--- config.mk ---
export PLATFORM = sky130hd
export DESIGN_NAME = nn_input_mac
export DESIGN_NICKNAME = d
export VERILOG_FILES = /design/src/rtl/nn_pkg.sv /design/src/rtl/nn_dot4.sv /design/src/rtl/nn_input_mac.sv
export SDC_FILE = /design/constraint.sdc
export NUM_CORES = 2
export LEC_CHECK = 0
export BUFFER_PORTS_ARGS = -buffer_cell sky130_fd_sc_hd__buf_4
export CORE_MARGIN = 4
export CORE_UTILIZATION = 55
export CTS_CLUSTER_DIAMETER = 100
export CTS_CLUSTER_SIZE = 14
export DETAILED_ROUTE_END_ITERATION = 10
export HOLD_SLACK_MARGIN = 0.06
export MAX_ROUTING_LAYER = met4
export PLACE_DENSITY = 0.75
export SLEW_MARGIN = 20
export SYNTH_ARGS = -nofsm -noshare
export SYNTH_HDL_FRONTEND = slang
export SYNTH_SLANG_ARGS = --single-unit
--- constraint.sdc ---
create_clock -name clk -period 11.9 [get_ports clk]
set_input_delay 0 -clock clk [delete_from_list [all_inputs] [get_ports clk]]
set_output_delay 0 -clock clk [all_outputs]
set_load 0.05 [all_outputs]
--- src/rtl/nn_pkg.sv ---
// Shared constants and types for the int8 input MAC.
// Lane geometry, default depth and controller state encoding.
package nn_pkg;

    localparam int DEPTH_DEF = 8;
    localparam int LANES     = 4;
    localparam int LANE_W    = 8;
    localparam int PROD_W    = 2 * LANE_W;
    localparam int ACC_W     = 32;

    typedef enum logic [1:0] {
        IDLE,
        RUN,
        DRAIN,
        DONE
    } state_t;

endpackage

--- src/rtl/nn_dot4.sv ---
// Four-lane signed int8 dot product: registered products, then
// a sign-extended sum folded into a 32-bit accumulator.
import nn_pkg::*;

module nn_dot4 (
    input  logic             clk,
    input  logic             rst,
    input  logic             clr,
    input  logic             in_v,
    input  logic [31:0]      act,
    input  logic [31:0]      wgt,
    output logic [ACC_W-1:0] acc
);

    logic signed [PROD_W-1:0] prod_q [LANES];
    logic signed [PROD_W-1:0] prod_d [LANES];
    logic signed [PROD_W-1:0] ax, wx;
    logic                     p_v_q, p_v_d;
    logic [ACC_W-1:0]         acc_q, acc_d, sum;

    always_comb begin
        p_v_d = in_v;
        ax    = '0;
        wx    = '0;
        sum   = '0;
        for (int i = 0; i < LANES; i++) begin
            ax = $signed({{LANE_W{act[i*LANE_W+LANE_W-1]}},
                          act[i*LANE_W +: LANE_W]});
            wx = $signed({{LANE_W{wgt[i*LANE_W+LANE_W-1]}},
                          wgt[i*LANE_W +: LANE_W]});
            // |a*b| <= 16384, so the low half of the product is exact
            prod_d[i] = ax * wx;
        end
        for (int i = 0; i < LANES; i++) begin
            sum = sum + {{(ACC_W-PROD_W){prod_q[i][PROD_W-1]}},
                         prod_q[i]};
        end
        acc_d = acc_q;
        if (clr) begin
            acc_d = '0;
        end else if (p_v_q) begin
            acc_d = acc_q + sum;
        end
    end

    always_ff @(posedge clk or posedge rst) begin
        if (rst) begin
            p_v_q <= 1'b0;
            acc_q <= '0;
            for (int i = 0; i < LANES; i++) begin
                prod_q[i] <= '0;
            end
        end else begin
            p_v_q <= p_v_d;
            acc_q <= acc_d;
            for (int i = 0; i < LANES; i++) begin
                prod_q[i] <= prod_d[i];
            end
        end
    end

    assign acc = acc_q;

endmodule

--- src/rtl/nn_input_mac.sv ---
// Streams up to DEPTH packed int8 words from a FIFO, multiplies them
// against a local weight memory and reports the (optionally ReLU'd) sum.
import nn_pkg::*;

module nn_input_mac #(
    parameter int DEPTH = DEPTH_DEF
) (
    input  logic        clk,
    input  logic        rst,
    input  logic        start,
    input  logic [3:0]  len,
    input  logic        relu_en,
    input  logic        wgt_we,
    input  logic [2:0]  wgt_addr,
    input  logic [31:0] wgt_data,
    output logic        fifo_ce,
    input  logic [31:0] fifo_data_i,
    output logic        busy,
    output logic        result_valid,
    output logic [31:0] result
);

    localparam int         IW      = $clog2(DEPTH);
    localparam logic [3:0] DEPTH_N = 4'(DEPTH);

    logic [31:0] wgt_q [DEPTH];

    state_t      state_q, state_d;
    logic [3:0]  n_q, n_d, cnt_q, cnt_d, n_eff;
    logic        relu_q, relu_d;
    logic        fifo_ce_q, fifo_ce_d;
    logic        busy_q, busy_d;
    logic        rv_q, rv_d;
    logic [31:0] result_q, result_d;
    logic        clr;

    logic        s1_v_q, s1_v_d;
    logic [31:0] s1_act_q, s1_act_d;
    logic [31:0] s1_wgt_q, s1_wgt_d;
    logic [31:0] acc;

    assign n_eff = (len > DEPTH_N) ? DEPTH_N : len;

    always_comb begin
        state_d   = state_q;
        n_d       = n_q;
        cnt_d     = cnt_q;
        relu_d    = relu_q;
        fifo_ce_d = fifo_ce_q;
        busy_d    = busy_q;
        rv_d      = 1'b0;
        result_d  = result_q;
        clr       = 1'b0;
        unique case (state_q)
            IDLE: begin
                if (start && !busy_q) begin
                    clr    = 1'b1;
                    n_d    = n_eff;
                    relu_d = relu_en;
                    cnt_d  = '0;
                    busy_d = 1'b1;
                    if (n_eff == '0) begin
                        state_d = DRAIN;
                    end else begin
                        state_d   = RUN;
                        fifo_ce_d = 1'b1;
                    end
                end else if (rv_q) begin
                    busy_d = 1'b0;
                end
            end
            RUN: begin
                cnt_d = cnt_q + 4'd1;
                if (cnt_q + 4'd1 == n_q) begin
                    state_d   = DRAIN;
                    fifo_ce_d = 1'b0;
                    cnt_d     = '0;
                end
            end
            DRAIN: begin
                // lets the last word clear the product and sum stages
                cnt_d = cnt_q + 4'd1;
                if (cnt_q == 4'd1) begin
                    state_d = DONE;
                    cnt_d   = '0;
                end
            end
            DONE: begin
                state_d  = IDLE;
                rv_d     = 1'b1;
                result_d = (relu_q && acc[31]) ? '0 : acc;
            end
            default: state_d = IDLE;
        endcase
    end

    always_comb begin
        s1_v_d   = fifo_ce_q;
        s1_act_d = s1_act_q;
        s1_wgt_d = s1_wgt_q;
        if (fifo_ce_q) begin
            s1_act_d = fifo_data_i;
            s1_wgt_d = wgt_q[cnt_q[IW-1:0]];
        end
    end

    always_ff @(posedge clk or posedge rst) begin
        if (rst) begin
            state_q   <= IDLE;
            n_q       <= '0;
            cnt_q     <= '0;
            relu_q    <= 1'b0;
            fifo_ce_q <= 1'b0;
            busy_q    <= 1'b0;
            rv_q      <= 1'b0;
            result_q  <= '0;
        end else begin
            state_q   <= state_d;
            n_q       <= n_d;
            cnt_q     <= cnt_d;
            relu_q    <= relu_d;
            fifo_ce_q <= fifo_ce_d;
            busy_q    <= busy_d;
            rv_q      <= rv_d;
            result_q  <= result_d;
        end
    end

    always_ff @(posedge clk or posedge rst) begin
        if (rst) begin
            s1_v_q   <= 1'b0;
            s1_act_q <= '0;
            s1_wgt_q <= '0;
        end else begin
            s1_v_q   <= s1_v_d;
            s1_act_q <= s1_act_d;
            s1_wgt_q <= s1_wgt_d;
        end
    end

    always_ff @(posedge clk or posedge rst) begin
        if (rst) begin
            for (int i = 0; i < DEPTH; i++) begin
                wgt_q[i] <= '0;
            end
        end else if (wgt_we && !busy_q) begin
            wgt_q[wgt_addr] <= wgt_data;
        end
    end

    nn_dot4 u_dot4 (
        .clk  (clk),
        .rst  (rst),
        .clr  (clr),
        .in_v (s1_v_q),
        .act  (s1_act_q),
        .wgt  (s1_wgt_q),
        .acc  (acc)
    );

    assign fifo_ce      = fifo_ce_q;
    assign busy         = busy_q;
    assign result_valid = rv_q;
    assign result       = result_q;

endmodule

==> impl_results.md <==
- Register bit count reported by yosys: 464
- Largest family of logic cells by synthesized area: adder cells
- Actual transition at the worst max-transition pin: 1090 ps
- Net Sw Power: 0.000715 W
- Worst R2R End: u_dot4.acc[31]$_DFFE_PP0P_
- Sum of negative setup slack: 0 ps
- Highest cell delay on the worst timing path: 700 ps
- Die Span Y: 249 µm
- First DRT Iteration DRCs: 1,185
- Share of cell area taken by muxes after synthesis: 16.4%
- DR DRC count: 0
- Vias in the first global route: 22,400
- I/O pin total: 111
- NumNets Final: 3,484
- CP cell instances: ha_1 > inv_1 > fa_1 > nor2b_1 > o31a_1 > o211ai_1 > a21oi_1 > nor2_1 > a21oi_1 > a41o_1 > o22ai_1 > fa_1 > inv_1 > fa_1 > inv_1 > ha_1 > a21o_1 > a211o_1 > a211o_1 > o211ai_2 > a211oi_2 > o21a_1 > or4_1 > a21oi_1
- Share of final-layout standard cells stronger than drive strength 1: 18.7%
- DR pass1 iterations: 5
- Post-Route WL: 68,800 µm
- Cell-internal power: 0.00233 W
- DRT antenna net count: 0
- Number of clock buffers inserted by TritonCTS: 43
- Compound-Gate Fraction of Synth Area: 5.38%
- Gates resized, CTS repair: 0
- Post-synthesis async set-or-reset flop share: 100%
- Filler Cells Inserted: 4,350
- Kind of cell adding the most delay to the critical path: compound AO/OA/AOI/OAI gates
- Crit path launch type: flip-flop
- Total of buffers placed on input and output ports: 110
- Post-synthesis instance area: 31,900 µm²
- Leakage power of the design: 17.3 nW
- Area share of and/or/nand/nor cells after synthesis: 9.07%
- FMAX: 161 MHz
- Worst Path Max Fanout: 14
- Pin count of the biggest net entering global routing: 161
- Clock tree root buffer cell: sky130_fd_sc_hd__clkbuf_16
- Cells after DPL: 3,604
- Via density: 5.46
- Commonest non-fill, non-tap cell in the layout: sky130_fd_sc_hd__dfrtp_1
- Instance count of the mapped netlist: 2,807
- Worst EP required: 12,410 ps
- Number of antenna violations at the first check in global routing: 3
- Switching power share of the total: 23.5%
- Total routing usage reported by global routing: 23.5%
- CTS tree: yes
- Number of max-cap violations: 0
- Warnings, synthesis: 0
- Slowest cell on the critical path: sky130_fd_sc_hd__inv_1
- Unrepaired setup endpoints after global routing: no
- Worst min-delay path category: primary input to asynchronous set/reset pin
- Post-synth top flop: sky130_fd_sc_hd__dfrtp_1
- Reg2Reg Setup Slack: 5700 ps
- Starting utilization of the core area: 56.0%
- Post-synthesis area per instance: 11.4 µm²
- Clock latency on the worst-skew pair: 600 ps
- Slew margin rel.: 27.5%
- Post-synthesis share of cell area spent on full adders, half adders and majority gates: 23.6%
- Number of vias in the routed layout: 20,400
- Die ar.: 61,900 µm²
- Final Max Slew Viols: 0
- Critical path class: flip-flop to flip-flop
- Run status: finished, final reports clean
- Number of enable flip-flop cells after synthesis: 0
- Launch point of the worst reg-to-reg path: u_dot4.prod_q[32]$_DFF_PP0_
- Area growth from synthesis to final layout: 11.4%
- Synth Net Count: 3,323
- Synth Area in XOR/XNOR: 2.77%
- Number of standard cells in the layout, taps in and fillers out: 3,737
- First-pass GRT wire length: 117,000 µm
- Sequential cell area fraction in the yosys report: 36.4%
- Number of failing hold endpoints at the final stage: 0
- Final Setup Violations: 0
- Largest clock skew in the final design: 27.2 ps
- Die span in x: 249 µm
- VDD IR max: 0.123 mV
- Wire length per cell: 18.4 µm
- Clock tree buffer depth: 3
- Gr ovfl total: 0
- Clock Sinks: 464
- Placed wire-length estimate after detailed placement: 49,300 µm
- Part of the total power dissipated in combinational logic: 4.6%
- Clock group share of total power: 42.5%
- Post-synthesis cell type count: 65
- Arrival time worst endpoint: 6710 ps
- Routability cong.: 0.897
- CTS H-tree lvls: 2
- Rows: 87
- Fraction of power consumed by sequential logic: 52.8%
- Core region area: 56,900 µm²
- Critical path endpoint category: flip-flop
- Cell Pwr Density: 85.7 nW/µm²
- Most frequent cells in the layout: sky130_fd_sc_hd__dfrtp_1, sky130_fd_sc_hd__inv_1, sky130_fd_sc_hd__mux2_2, sky130_fd_sc_hd__fa_1, sky130_fd_sc_hd__nand2_1
- Clock edge transition at the registers on the reported setup and hold paths: 70 ps
- R2r worst-path depth: 24
- Count of buffer and inverter cells on the critical path: 3
- Shortest clock period the worst path allows after layout: 6200 ps
- Period utilization: 52.1%
-- metal layers --
metal | vias to the layer above | routed length [µm] | track usage [%] | share of wire (%)
met5 | - | 0 | - | 0
met4 | 0 | 1300 | 5.06 | 1.9
met3 | 74 | 2520 | 2.80 | 3.7
met2 | 371 | 34800 | 40.1 | 51
met1 | 10500 | 30100 | 30.8 | 44
li1 | 9492 | - | - | -
-- power groups by stage --
stage	logic, W	registers [W]	clock network (W)
final	0.000140	0.00161	0.00130
after global routing	0.000158	0.00161	0.00139
after global placement	0.000116	0.00164	0
after floorplan	0.0000706	0.00164	0
after detailed placement	0.000121	0.00164	0
after CTS	0.000141	0.00161	0.00132
-- layout make-up --
| class | count | area, µm² | share of cell area, % |
|---|---|---|---|
| Antenna cell | 1 | 2.50 | 0.00705 |
| Clock buffer | 47 | 1090 | 3.07 |
| Clock inverter | 10 | 154 | 0.433 |
| Inverter | 445 | 1670 | 4.71 |
| Multi-Input combinational cell | 1808 | 18300 | 51.4 |
| Sequential cell | 464 | 11600 | 32.7 |
| Tap cell | 756 | 946 | 2.66 |
| Timing Repair Buffer | 206 | 1760 | 4.96 |
-- cell families after synthesis --
kind of cell | count (synthesis)
DFF | 464
buffers and inverters | 535
AOI/OAI and AO/OA | 282
adders and majority gates | 440
xor gates and xnor gates | 101
muxes | 406
and+or+nand+nor | 579
-- synthesized netlist by cell type (9+ instances only) --
library cell               instances  share of area (%)
sky130_fd_sc_hd__ha_1            171                6.7
sky130_fd_sc_hd__inv_1           445                5.2
sky130_fd_sc_hd__fa_1            269                 17
sky130_fd_sc_hd__a21o_1           19               0.45
sky130_fd_sc_hd__and3_1           12               0.24
sky130_fd_sc_hd__nand2_1         189                2.2
sky130_fd_sc_hd__dfrtp_1         464                 36
sky130_fd_sc_hd__a21oi_1          90                1.4
sky130_fd_sc_hd__nor3_1           19               0.30
sky130_fd_sc_hd__nor2_1           99                1.2
sky130_fd_sc_hd__mux2_2          287                 10
sky130_fd_sc_hd__o21ai_0          86                1.4
sky130_fd_sc_hd__or3_1             9               0.18
sky130_fd_sc_hd__nor2b_1          20               0.39
sky130_fd_sc_hd__nand3_1          17               0.27
sky130_fd_sc_hd__xor2_1           22               0.60
sky130_fd_sc_hd__a21boi_0         11               0.26
sky130_fd_sc_hd__and2_1          150                2.9
sky130_fd_sc_hd__clkbuf_1         64               0.75
sky130_fd_sc_hd__mux2i_1          52                1.6
sky130_fd_sc_hd__mux4_2           64                4.5
sky130_fd_sc_hd__xnor2_1          79                2.2
sky130_fd_sc_hd__buf_1            19               0.22
sky130_fd_sc_hd__nand2b_1         35               0.69
-- timing repair --
action / CTS / global route
hold buffers: 74 / 0
hold endpoints to repair: 379 / 0
setup buffers: 0 / 0
-- registers in the layout, indices dropped and copies added (netlist names) --
name / cells
s1_act_q: 32
u_dot4.prod_q: 64
busy: 1
wgt_q: 256
s1_wgt_q: 32
u_dot4.acc: 32
n_q: 4
cnt_q: 4
relu_q: 1
result_valid: 1
result: 32
state_q: 2
fifo_ce: 1
u_dot4.p_v_q: 1
s1_v_q: 1
-- worst min-delay path, cell delays in order --
cell and delay, ps:
sky130_fd_sc_hd__dlygate4sd3_1 540, sky130_fd_sc_hd__buf_4 140, sky130_fd_sc_hd__clkinvlp_4 50, sky130_fd_sc_hd__buf_6 540
-- through the flow --
step	cell area, µm²	total power (W)	setup WS [ps]	hold WS, ps	utilization (%)
after CTS	35500	0.00307	5670	147	62.3
after detailed placement	33500	0.00176	5700	231	58.9
after global routing	35500	0.00316	5240	178	62.4
final	35500	0.00305	5700	171	62.4
after floorplan	31900	0.00171	5620	105	-
after global placement	33500	0.00175	5810	220	58.9
-- how the worst max path moves through the flow --
stage / startpoint / endpoint / depth (start not counted)
6_report: u_dot4.prod_q[32]$_DFF_PP0_ / u_dot4.acc[31]$_DFFE_PP0P_ / 24
5_1_grt: u_dot4.prod_q[32]$_DFF_PP0_ / u_dot4.acc[31]$_DFFE_PP0P_ / 24
4_1_cts: u_dot4.prod_q[32]$_DFF_PP0_ / u_dot4.acc[31]$_DFFE_PP0P_ / 24
3_5_place_dp: u_dot4.prod_q[32]$_DFF_PP0_ / u_dot4.acc[31]$_DFFE_PP0P_ / 24
3_3_place_gp: u_dot4.prod_q[32]$_DFF_PP0_ / u_dot4.acc[31]$_DFFE_PP0P_ / 24
2_1_floorplan: rst / busy$_DFFE_PP0P_ / 1
(Power assumes the default switching activity.)
